File: src/rtl/axis_beat_unpacker.sv
// AXI-Stream width downsizer: buffers one wide beat and emits its kept words
// one per output beat, lowest lane first. A beat with no kept lanes but with
// last set produces a single null-last marker (m_keep=0, m_last=1).
module axis_beat_unpacker #(
  parameter int unsigned WORD_WIDTH     = 16,
  parameter int unsigned BUS_WIDTH      = 64,
  parameter int unsigned WORDS_PER_BEAT = BUS_WIDTH / WORD_WIDTH,
  parameter int unsigned CNT_WIDTH      = 32
) (
  input  logic                                      aclk,
  input  logic                                      aresetn,
  output logic                                      s_ready,
  input  logic                                      s_valid,
  input  logic [WORDS_PER_BEAT-1:0][WORD_WIDTH-1:0] s_data,
  input  logic [WORDS_PER_BEAT-1:0]                 s_keep,
  input  logic                                      s_last,
  input  logic                                      m_ready,
  output logic                                      m_valid,
  output logic [WORD_WIDTH-1:0]                     m_data,
  output logic                                      m_keep,
  output logic                                      m_last,
  output logic [CNT_WIDTH-1:0]                      word_count,
  output logic [CNT_WIDTH-1:0]                      pkt_count
);

  localparam int unsigned IdxW = (WORDS_PER_BEAT > 1) ? $clog2(WORDS_PER_BEAT) : 1;

  typedef enum logic [0:0] {StEmpty, StDrain} state_e;

  state_e                                    state_q, state_d;
  logic [WORDS_PER_BEAT-1:0][WORD_WIDTH-1:0] data_q, data_d;
  logic [WORDS_PER_BEAT-1:0]                 rem_q, rem_d;
  logic                                      last_q, last_d;
  logic [CNT_WIDTH-1:0]                      word_cnt_q, word_cnt_d;
  logic [CNT_WIDTH-1:0]                      pkt_cnt_q, pkt_cnt_d;

  logic [IdxW-1:0]           idx;
  logic [WORDS_PER_BEAT-1:0] low_oh;
  logic [WORDS_PER_BEAT-1:0] rem_after;
  logic                      last_word;
  logic                      out_hs;
  logic                      in_hs;

  // Priority encoder: current lane is the lowest remaining kept lane.
  always_comb begin
    idx = '0;
    for (int i = WORDS_PER_BEAT - 1; i >= 0; i--) begin
      if (rem_q[i]) idx = IdxW'(i);
    end
  end

  // Lane bookkeeping and stream outputs, all combinational from the buffer.
  always_comb begin
    low_oh    = rem_q & (~rem_q + WORDS_PER_BEAT'(1));
    rem_after = rem_q & ~low_oh;
    // True when at most one lane is left, i.e. the buffer finishes this word.
    last_word = (rem_after == '0);
    m_valid   = (state_q == StDrain);
    m_keep    = m_valid && (rem_q != '0);
    // Gate with m_keep so the null-last marker carries zero data.
    m_data    = m_keep ? data_q[idx] : '0;
    m_last    = m_valid && last_q && last_word;
    out_hs    = m_valid && m_ready;
    s_ready   = aresetn && ((state_q == StEmpty) || (out_hs && last_word));
    in_hs     = s_valid && s_ready;
  end

  // Next-state: drain one lane per output handshake; a new beat load wins.
  always_comb begin
    state_d    = state_q;
    data_d     = data_q;
    rem_d      = rem_q;
    last_d     = last_q;
    word_cnt_d = word_cnt_q;
    pkt_cnt_d  = pkt_cnt_q;

    if (out_hs) begin
      rem_d = rem_after;
      if (last_word) state_d = StEmpty;
      if (m_keep) word_cnt_d = word_cnt_q + CNT_WIDTH'(1);
      if (m_last) pkt_cnt_d = pkt_cnt_q + CNT_WIDTH'(1);
    end

    if (in_hs) begin
      if (s_keep != '0) begin
        data_d  = s_data;
        rem_d   = s_keep;
        last_d  = s_last;
        state_d = StDrain;
      end else if (s_last) begin
        rem_d   = '0;
        last_d  = 1'b1;
        state_d = StDrain;
      end
      // Null beats without last are consumed and dropped.
    end
  end

  // Buffer and counter registers; reset empties the buffer mid-packet.
  always_ff @(posedge aclk or negedge aresetn) begin
    if (!aresetn) begin
      state_q    <= StEmpty;
      data_q     <= '0;
      rem_q      <= '0;
      last_q     <= 1'b0;
      word_cnt_q <= '0;
      pkt_cnt_q  <= '0;
    end else begin
      state_q    <= state_d;
      data_q     <= data_d;
      rem_q      <= rem_d;
      last_q     <= last_d;
      word_cnt_q <= word_cnt_d;
      pkt_cnt_q  <= pkt_cnt_d;
    end
  end

  assign word_count = word_cnt_q;
  assign pkt_count  = pkt_cnt_q;

endmodule

File: config.mk
export PLATFORM = sky130hd
export DESIGN_NAME = axis_beat_unpacker
export DESIGN_NICKNAME = d
export VERILOG_FILES = /design/src/rtl/axis_beat_unpacker.sv
export SDC_FILE = /design/constraint.sdc
export NUM_CORES = 1
export LEC_CHECK = 0
export CAP_MARGIN = 10
export CORE_ASPECT_RATIO = 1.25
export CORE_MARGIN = 2
export CORE_UTILIZATION = 50
export CTS_CLUSTER_DIAMETER = 40
export DETAILED_ROUTE_END_ITERATION = 8
export GPL_ROUTABILITY_DRIVEN = 0
export PLACE_DENSITY = 0.84
export SYNTH_ARGS = -nofsm -noshare
export SYNTH_HDL_FRONTEND = slang
export SYNTH_SLANG_ARGS = --single-unit
File: constraint.sdc
create_clock -name aclk -period 2.7 [get_ports aclk]
set_input_delay 0.27 -clock aclk [delete_from_list [all_inputs] [get_ports aclk]]
set_output_delay 0.27 -clock aclk [all_outputs]
set_load 0.02 [all_outputs]
Yosys cells after proc, flatten, opt, wreduce, memory -nomap -nowiden
Index checks and enable logic that the tools add are counted.
{"block": "totals", "latchBits": 0, "regBits": 134, "word_cells": 52, "mem_bits_rw": 0, "rom_bits": 0, "memories": 0, "input_bits": 73, "output_inout_bits": 84}
{"block": "classes", "order_cmp": 1, "div_mod_pow": 0, "bitwise": 5, "eq_ne": 0, "reduce_logical": 16, "shift": 0, "n_mux": 18, "n_mul": 0, "addsub": 3}
{"cell": "adder 32 x 1 -> 32 bit (second input constant)", "n": 2}
{"cell": "binary-select mux 16 bit (select 2 bit)", "n": 1}
{"cell": "2-to-1 mux 16 bit", "n": 2}
{"cell": "2-to-1 mux 4 bit", "n": 4}
{"cell": "bitwise AND 4 bit", "n": 2}
{"cell": "2-to-1 mux 2 bit", "n": 4}
{"cell": "NOT 4 bit", "n": 2}
{"cell": "AND reduction 2 bit", "n": 4}
{"cell": "nonzero test 4 bit", "n": 2}
{"cell": "logical AND 1 bit", "n": 7}
{"cell": "2-to-1 mux 1 bit", "n": 7}
{"cell": "adder 4 x 1 -> 4 bit (second input constant)", "n": 1}
{"cell": "zero test 4 bit", "n": 1}
{"cell": "less-than comparator 2 x 3 -> 1 bit (second input constant)", "n": 1}
{"cell": "nonzero test 2 bit", "n": 1}
{"cell": "logical OR 1 bit", "n": 1}
{"cell": "NOT 1 bit", "n": 1}

Longest topological paths before layout
Gate-level depths: netlist of the first run.
{"block": "logic_depth", "depth_word": 11, "mapped_depth": 7, "ltp_nobuf": 5}

Worst setup path before layout of the first run
No wires, ideal clock.
{"block": "synth_path", "kind": "reg2out", "from": "register rem_q[3]", "to": "output m_data[5]", "stages_incl_launch_ff": 6, "path_slack_ps": 633, "arrival_time_ps": 1797, "n_path_buf": 1, "required_time_ps": 2430, "cell_sequence": "dfrtp_1 > nor2b_2 > o21bai_4 > buf_6 > mux4_2 > and2_1"}
{"block": "synth_between", "elab_chain_len": 7, "elab_cells_between_ends": 9, "cone_classes": "7 x mux; 2 x reduce/logical"}
{"element": "from (decl)", "line": "32", "rtl": "logic [WORDS_PER_BEAT-1:0] rem_q, rem_d;"}
{"element": "from (signal assigned)", "line": "111", "rtl": "rem_q <= rem_d;"}
{"element": "2-to-1 mux 2 bit (4 in series)", "line": "48", "rtl": "if (rem_q[i]) idx = IdxW'(i);"}
{"element": "binary-select mux 16 bit (select 2 bit)", "line": "61", "rtl": "m_data = m_keep ? data_q[idx] : '0;"}
{"element": "2-to-1 mux 16 bit (not written as such)", "line": "61"}
{"element": "2-to-1 mux 16 bit *", "line": "61"}
{"element": "to (decl)", "line": "19", "rtl": "output logic [WORD_WIDTH-1:0] m_data,"}
Mark *: on every way between the ends. The rest lies on a longest branch, timed or not. The select of a mux whose other input is x is not followed.

Final worst setup path of the first run
{"block": "layout_path", "from": "register rem_q[1]", "to": "output m_data[1]"}
{"block": "layout_between", "elab_chain_len": 5, "elab_cells_between_ends": 7, "cone_classes": "5 x mux; 2 x reduce/logical"}
{"element": "2-to-1 mux 2 bit (2 in series)", "line": "48"}
{"element": "binary-select mux 16 bit (select 2 bit)", "line": "61"}
{"element": "2-to-1 mux 16 bit (not written as such)", "line": "61"}
{"element": "2-to-1 mux 16 bit *", "line": "61"}
Marks and branches as above.

==> results of run 1 <==
## cell families (layout without fill, tap and decap cells)
group / count (synthesis) / after routing / synth area share
xor+xnor: 61 / 61 / 0.0844
buf+inv: 35 / 214 / 0.0326
flops: 134 / 134 / 0.530
fa+ha+maj: 2 / 2 / 0.00395
simple gates: 151 / 151 / 0.151
mux: 82 / 82 / 0.174
compound gates: 18 / 18 / 0.0235
## final timing paths
path                                        endpoint  slack [ps]  cells after the start
setup / recovery                           m_data[1]          90                      7
hold / removal              pkt_count[3]$_DFFE_PN0P_         290                      2
setup reg to reg           pkt_count[21]$_DFFE_PN0P_         470                      5
hold reg to reg               data_q[53]$_DFFE_PN0P_         480                      1
max in group asynchronous         rem_q[2]$_DFF_PN0_        1570                      3
min in group aclk                 rem_q[0]$_DFF_PN0_         430                      2
## power groups by stage
stage               combinational [mW]  clock, mW  sequential, mW
finish                            1.92       2.41            2.69
global route                      2.06       2.55            2.74
CTS                               1.92       2.46            2.68
detailed placement                1.94          0            2.72
global placement                  1.88          0            2.68
floorplan                         1.14          0            2.69
## stage by stage
stage,setup slack (ps),hold WS (ps)
floorplan,633,-25.6
global placement,330,135
detailed placement,264,140
CTS,-109,282
global route,0.582,300
finish,93.4,287
## worst reg2reg max path, delay by kind of cell (launching register included)
| family | cells | cell delay, ps |
|---|---|---|
| AND/OR/NAND/NOR | 3 | 1100 |
| flip-flops | 1 | 640 |
| buffers and inverters | 1 | 250 |
| XOR/XNOR | 1 | 170 |
## cell usage after synthesis, drive strengths merged (2+ instances only)
| master | count |
|---|---|
| mux4 | 16 |
| nor4 | 18 |
| o31ai | 2 |
| xnor2 | 34 |
| and4 | 7 |
| a21oi | 3 |
| and2 | 20 |
| dfrtp | 134 |
| o2bb2ai | 5 |
| xor2 | 27 |
| nor2 | 8 |
| o21ai | 3 |
| inv | 10 |
| nand3 | 27 |
| nand4 | 16 |
| clkbuf | 5 |
| nand2 | 26 |
| buf | 20 |
| ha | 2 |
| o21bai | 2 |
| mux2 | 66 |
| and3 | 5 |
| or4 | 5 |
| nor3 | 15 |
| a211oi | 2 |
## cell type report
cell class                      count  area share
Clock buffer                       24      0.0584
Timing Repair inverter              1    0.000856
Timing Repair Buffer              171       0.197
Multi-Input combinational cell    314       0.319
Sequential cell                   134       0.383
Inverter                           10     0.00471
Clock inverter                      8      0.0134
Tap cell                          164      0.0234
## state kept, by name (all words and copies together), names as in the netlist
name,cells
m_valid,1
rem_q,4
pkt_count,32
data_q,64
word_count,32
last_q,1
## layer usage
metal,wire length [microns],share of wire,global-route usage
met2,7890,0.52,0.391
met4,507,0.034,0.122
met1,5860,0.39,0.262
met3,776,0.052,0.0714
met5,21,0.0014,0
## what timing repair did
item,in CTS,in global routing
hold buffers,1,0
gates cloned,0,1
endpoints found under the hold margin,19,0
endpoints found under the setup margin,17,10
gates resized for setup,10,16
buffers inserted,0,1
==> impl_metrics.tcl, run 1 <==
set metrics [dict create \
    ys_async_sr_fraction 1.00 \
    coreArea_sq_um 12300 \
    place_area_sq_um 8080 \
    maxSlewViolCount 0 \
    stdcell_count 826 \
    synth_cell_types 40 \
    timing.slew.headroom 0.519 \
    path_class "reg -> out" \
    p_per_area_nw_per_um2 801 \
    tritoncts "yes" \
    yosysWarnings 0 \
    p_comb_frac 0.274 \
    synth_top_area_share 0.530 \
    syn_avg_cell_area_sq_um 13.1 \
    finClkSkew_ps 4.87 \
    clkPwrFrac 0.343 \
    fp.dieW_microns 105 \
    maxCapViolCount 0 \
    synth_ff_type "dfrtp_1" \
    synth.net_count 558 \
    ant_nets 0 \
    final_common_cell "clkdlybuf4s50_1" \
    overflow 0 \
    required_ps 2430 \
    synthTopCellsByArea "dfrtp_1, mux2_1, mux4_2" \
    p_sw_mw 1.99 \
    p_seq_frac 0.383 \
    slowest_stage "dfrtp_1" \
    startpoint_type "flip-flop" \
    final-hold-violation-count 0 \
    multi_input_area_sq_um 2800 \
    critPathMaxStageDelay_ps 430 \
    crit_path_start "rem_q[1]$_DFF_PN0_" \
    rsz0062_at_grt "false" \
    power_mw 7.02 \
    reg2reg_from "m_valid$_DFF_PN0_" \
    place_inst 791 \
    cp-end-kind "primary output" \
    cp.arrival_ps 2340 \
    setup_viol 0 \
    start_util 0.516 \
    grt_start_max_net_pins 116 \
    clock-sinks 134 \
    layout_common_cells "clkdlybuf4s50_1, dfrtp_1, mux2_1, xnor2_1" \
    synth-seq-cells 134 \
    outcome "completed" \
    seq_area_sq_um 3360 \
    nFillCells 863 \
    path_common_cell "buf_4" \
    finalNetCount 724 \
    fin_util 0.714 \
    fin_crit_ps 2610 \
    vdd_drop_max_v 0.000457 \
    fmax_mhz 384 \
    die_height_microns 130 \
    cts.path.max_buffers 2 \
    cts_made_buffers 17 \
    antenna_cells 0 \
    die_area_sq_um 13600 \
    cts-root-buf "clkbuf_16" \
    switching_share 0.283 \
    num_rows 45 \
    drcViolationCount 0 \
    drive_gt1_frac 0.162 \
    fin_setup_tns_ps 0 \
    cts.reportedPaths.clkPinSlew_ps 60 \
    drt_iter0_drc 162 \
    critPathMaxFanout 6 \
    numPortBuffers 156 \
    seq_area_frac_synth 0.530 \
    syn-cell-area_sq_um 6330 \
    grt_pass1_vias 4841 \
    dr.pass1.iters 6 \
    netlist_instances 483 \
    hp-class "in -> async" \
    worstMarginPinSlew_ps 717 \
    post_drt_wl_per_cell_microns 18.2 \
    grt_first_pass_wirelength_mm 24.2 \
    antenna_found_initial 2 \
    insertion_delay_ps 420 \
    h-tree-depth 4 \
    postLayoutCellArea_sq_um 8770 \
    wl_mm 15.1 \
    yosysTopAreaCell "dfrtp_1" \
    grt.total_usage 0.229 \
    leakage_nw 3.81 \
    cp_cell_sequence "buf_4 > nor4_4 > nand2b_4 > clkinvlp_4 > buf_4 > and2_1 > dlygate4sd2_1" \
    synth_edf_count 0 \
    path_buf_inv 4 \
    route.vias.total 4494 \
    area_growth_syn_to_layout_pct 38.6 \
    cp_top_family "buffers and inverters" \
    vias_per_cell 5.44 \
    dp_hpwl_mm 10.4 \
    period_share 0.965 \
    ios 157 \
    cell_internal_pwr_mw 5.03 \
]
No activity file was read; power rests on OpenSTA's default activity.
==> run 2: changes to the inputs <==
--- a/config.mk
+++ b/config.mk
@@ -6,13 +6,15 @@
 export NUM_CORES = 1
 export LEC_CHECK = 0
 export CAP_MARGIN = 10
+export CELL_PAD_IN_SITES_DETAIL_PLACEMENT = 0
+export CELL_PAD_IN_SITES_GLOBAL_PLACEMENT = 2
 export CORE_ASPECT_RATIO = 1.25
-export CORE_MARGIN = 2
-export CORE_UTILIZATION = 50
+export CORE_MARGIN = 4
+export CORE_UTILIZATION = 33
 export CTS_CLUSTER_DIAMETER = 40
 export DETAILED_ROUTE_END_ITERATION = 8
 export GPL_ROUTABILITY_DRIVEN = 0
-export PLACE_DENSITY = 0.84
+export PLACE_DENSITY = 0.83
 export SYNTH_ARGS = -nofsm -noshare
 export SYNTH_HDL_FRONTEND = slang
 export SYNTH_SLANG_ARGS = --single-unit
==> run 2 against run 1 <==
Maximum frequency grew 1.5%; sequential share of layout area is essentially flat; largest power group unchanged; highest routed layer is now met4; largest cell class unchanged; critical endpoint is now m_data[14]; clock skew grew 5.6 ps.
==> impl_metrics.tcl, run 2 (synthesized netlist as in run 1, its figures left out) <==
set metrics [dict create \
    outcome "completed" \
    cts.reportedPaths.clkPinSlew_ps 60 \
    place_area_sq_um 8160 \
    fmax_mhz 389 \
    cts.path.max_buffers 2 \
    area_growth_syn_to_layout_pct 38.5 \
    cp_top_family "buffers and inverters" \
    setup_viol 0 \
    fp.dieW_microns 132 \
    tritoncts "yes" \
    final_common_cell "clkdlybuf4s50_1" \
    rsz0062_at_grt "false" \
    timing.slew.headroom 0.318 \
    startpoint_type "flip-flop" \
    endpoint "m_data[14]" \
    crit_path_start "rem_q[1]$_DFF_PN0_" \
    ios 157 \
    path_class "reg -> out" \
    cts-root-buf "clkbuf_16" \
    p_per_area_nw_per_um2 778 \
    slowest_stage "mux4_2" \
    r2r_cells 6 \
    drive_gt1_frac 0.163 \
    antenna_found_initial 0 \
    die_area_sq_um 21500 \
    largest_reg_flops 64 \
    maxCapViolCount 0 \
    antenna_cells 0 \
    period_share 0.951 \
    finClkSkew_ps 10.5 \
    required_ps 2430 \
    worstMarginPinSlew_ps 1020 \
    drcViolationCount 0 \
    post_drt_wl_per_cell_microns 17.8 \
    vias_per_cell 4.95 \
    cp-end-kind "primary output" \
    fin_setup_tns_ps 0 \
    start_util 0.337 \
    cts_made_buffers 17 \
    num_rows 56 \
    grt.total_usage 0.153 \
    path_buf_inv 2 \
    fin_crit_ps 2570 \
    route.vias.total 4423 \
    die_height_microns 163 \
    numPortBuffers 156 \
    r2r_end "data_q[9]$_DFFE_PN0P_" \
    drt_iter0_drc 175 \
    cp_num_cells 5 \
    leakage_nw 3.66 \
    coreArea_sq_um 18800 \
    grt_start_max_net_pins 79 \
    cp.arrival_ps 2300 \
    max_flop_register "data_q" \
    insertion_delay_ps 420 \
    finalNetCount 724 \
    wl_mm 16.0 \
    ant_nets 0 \
    hp-class "in -> async" \
    critPathMaxStageDelay_ps 500 \
    r2r_slack_ps 530 \
    critPathMaxFanout 16 \
    h-tree-depth 4 \
    grt_first_pass_wirelength_mm 26.3 \
    final-hold-violation-count 0 \
    dp_hpwl_mm 11.6 \
    layout_common_cells "clkdlybuf4s50_1, dfrtp_1, mux2_1, xnor2_1" \
    grt_pass1_vias 4980 \
    reg2reg_from "rem_q[3]$_DFF_PN0_" \
    worst_hold_slack_ps 352 \
    maxSlewViolCount 0 \
    clock-sinks 134 \
    overflow 0 \
    vdd_drop_max_v 0.000409 \
    cp_cell_sequence "o21bai_4 > buf_12 > mux4_2 > and2_1 > dlygate4sd2_1" \
    dr.pass1.iters 4 \
    postLayoutCellArea_sq_um 8770 \
]
[run 2: changes by cell type in the layout (fill, tap and decap cells not counted), moves of 2 or more]
cell | before | now
clkinvlp_4 | 3 | 6
clkbuf_8 | 6 | 0
bufinv_16 | 3 | 1
inv_6 | 0 | 3
clkinv_2 | 4 | 1
clkdlybuf4s15_1 | 2 | 0
dlymetal6s2s_1 | 9 | 0
inv_8 | 0 | 3
dlygate4sd2_1 | 6 | 17
[run 2: through the flow]
stage | utilization | power, mW | worst slack (ps) | cells
floorplan | - | 3.83 | 633 | 483
global placement | 0.435 | 4.61 | 295 | 859
detailed placement | 0.435 | 4.68 | 266 | 859
CTS | 0.466 | 6.93 | 39.5 | 894
global route | 0.467 | 7.22 | 21.6 | 894
finish | 0.467 | 6.82 | 132 | 894
[run 2: timing repair]
action,CTS,global route
endpoints found under the hold margin,19,0
resized for setup,21,1
setup endpoints to repair,18,3
buffers inserted,2,0
hold buffers,1,0
[run 2: power breakdown]
group | total [mW] | leakage [nW] | switching (mW) | internal, mW
clock | 2.24 | 0.265 | 0.946 | 1.29
combinational | 1.88 | 1.71 | 0.875 | 1.01
sequential | 2.70 | 1.68 | 0.300 | 2.40
[run 2: how the worst min path moves through the flow]
stage,endpoint,cells past startpoint,start,slack (ps)
floorplan,data_q[0]$_DFFE_PN0P_,0,aresetn,-30
global placement,rem_q[3]$_DFF_PN0_,1,aresetn,130
detailed placement,rem_q[3]$_DFF_PN0_,1,aresetn,130
CTS,word_count[31]$_DFFE_PN0P_,2,aresetn,340
global route,word_count[30]$_DFFE_PN0P_,2,aresetn,360
finish,rem_q[3]$_DFF_PN0_,2,aresetn,350
[run 2: cell type report]
class	count	area [sq um]
clock buffer	18	429
clock inverter	14	141
fill	1702	10000
inverter	10	41.3
multi-input combinational	314	2810
sequential	134	3360
tap	232	290
timing repair buffer	172	1700
[run 2: metal layers]
layer,vias to the layer above,part of all wire,track usage
li1,2072,-,-
met1,2237,0.41,0.181
met2,92,0.53,0.271
met3,22,0.030,0.0334
met4,0,0.023,0.0635
met5,-,0,0
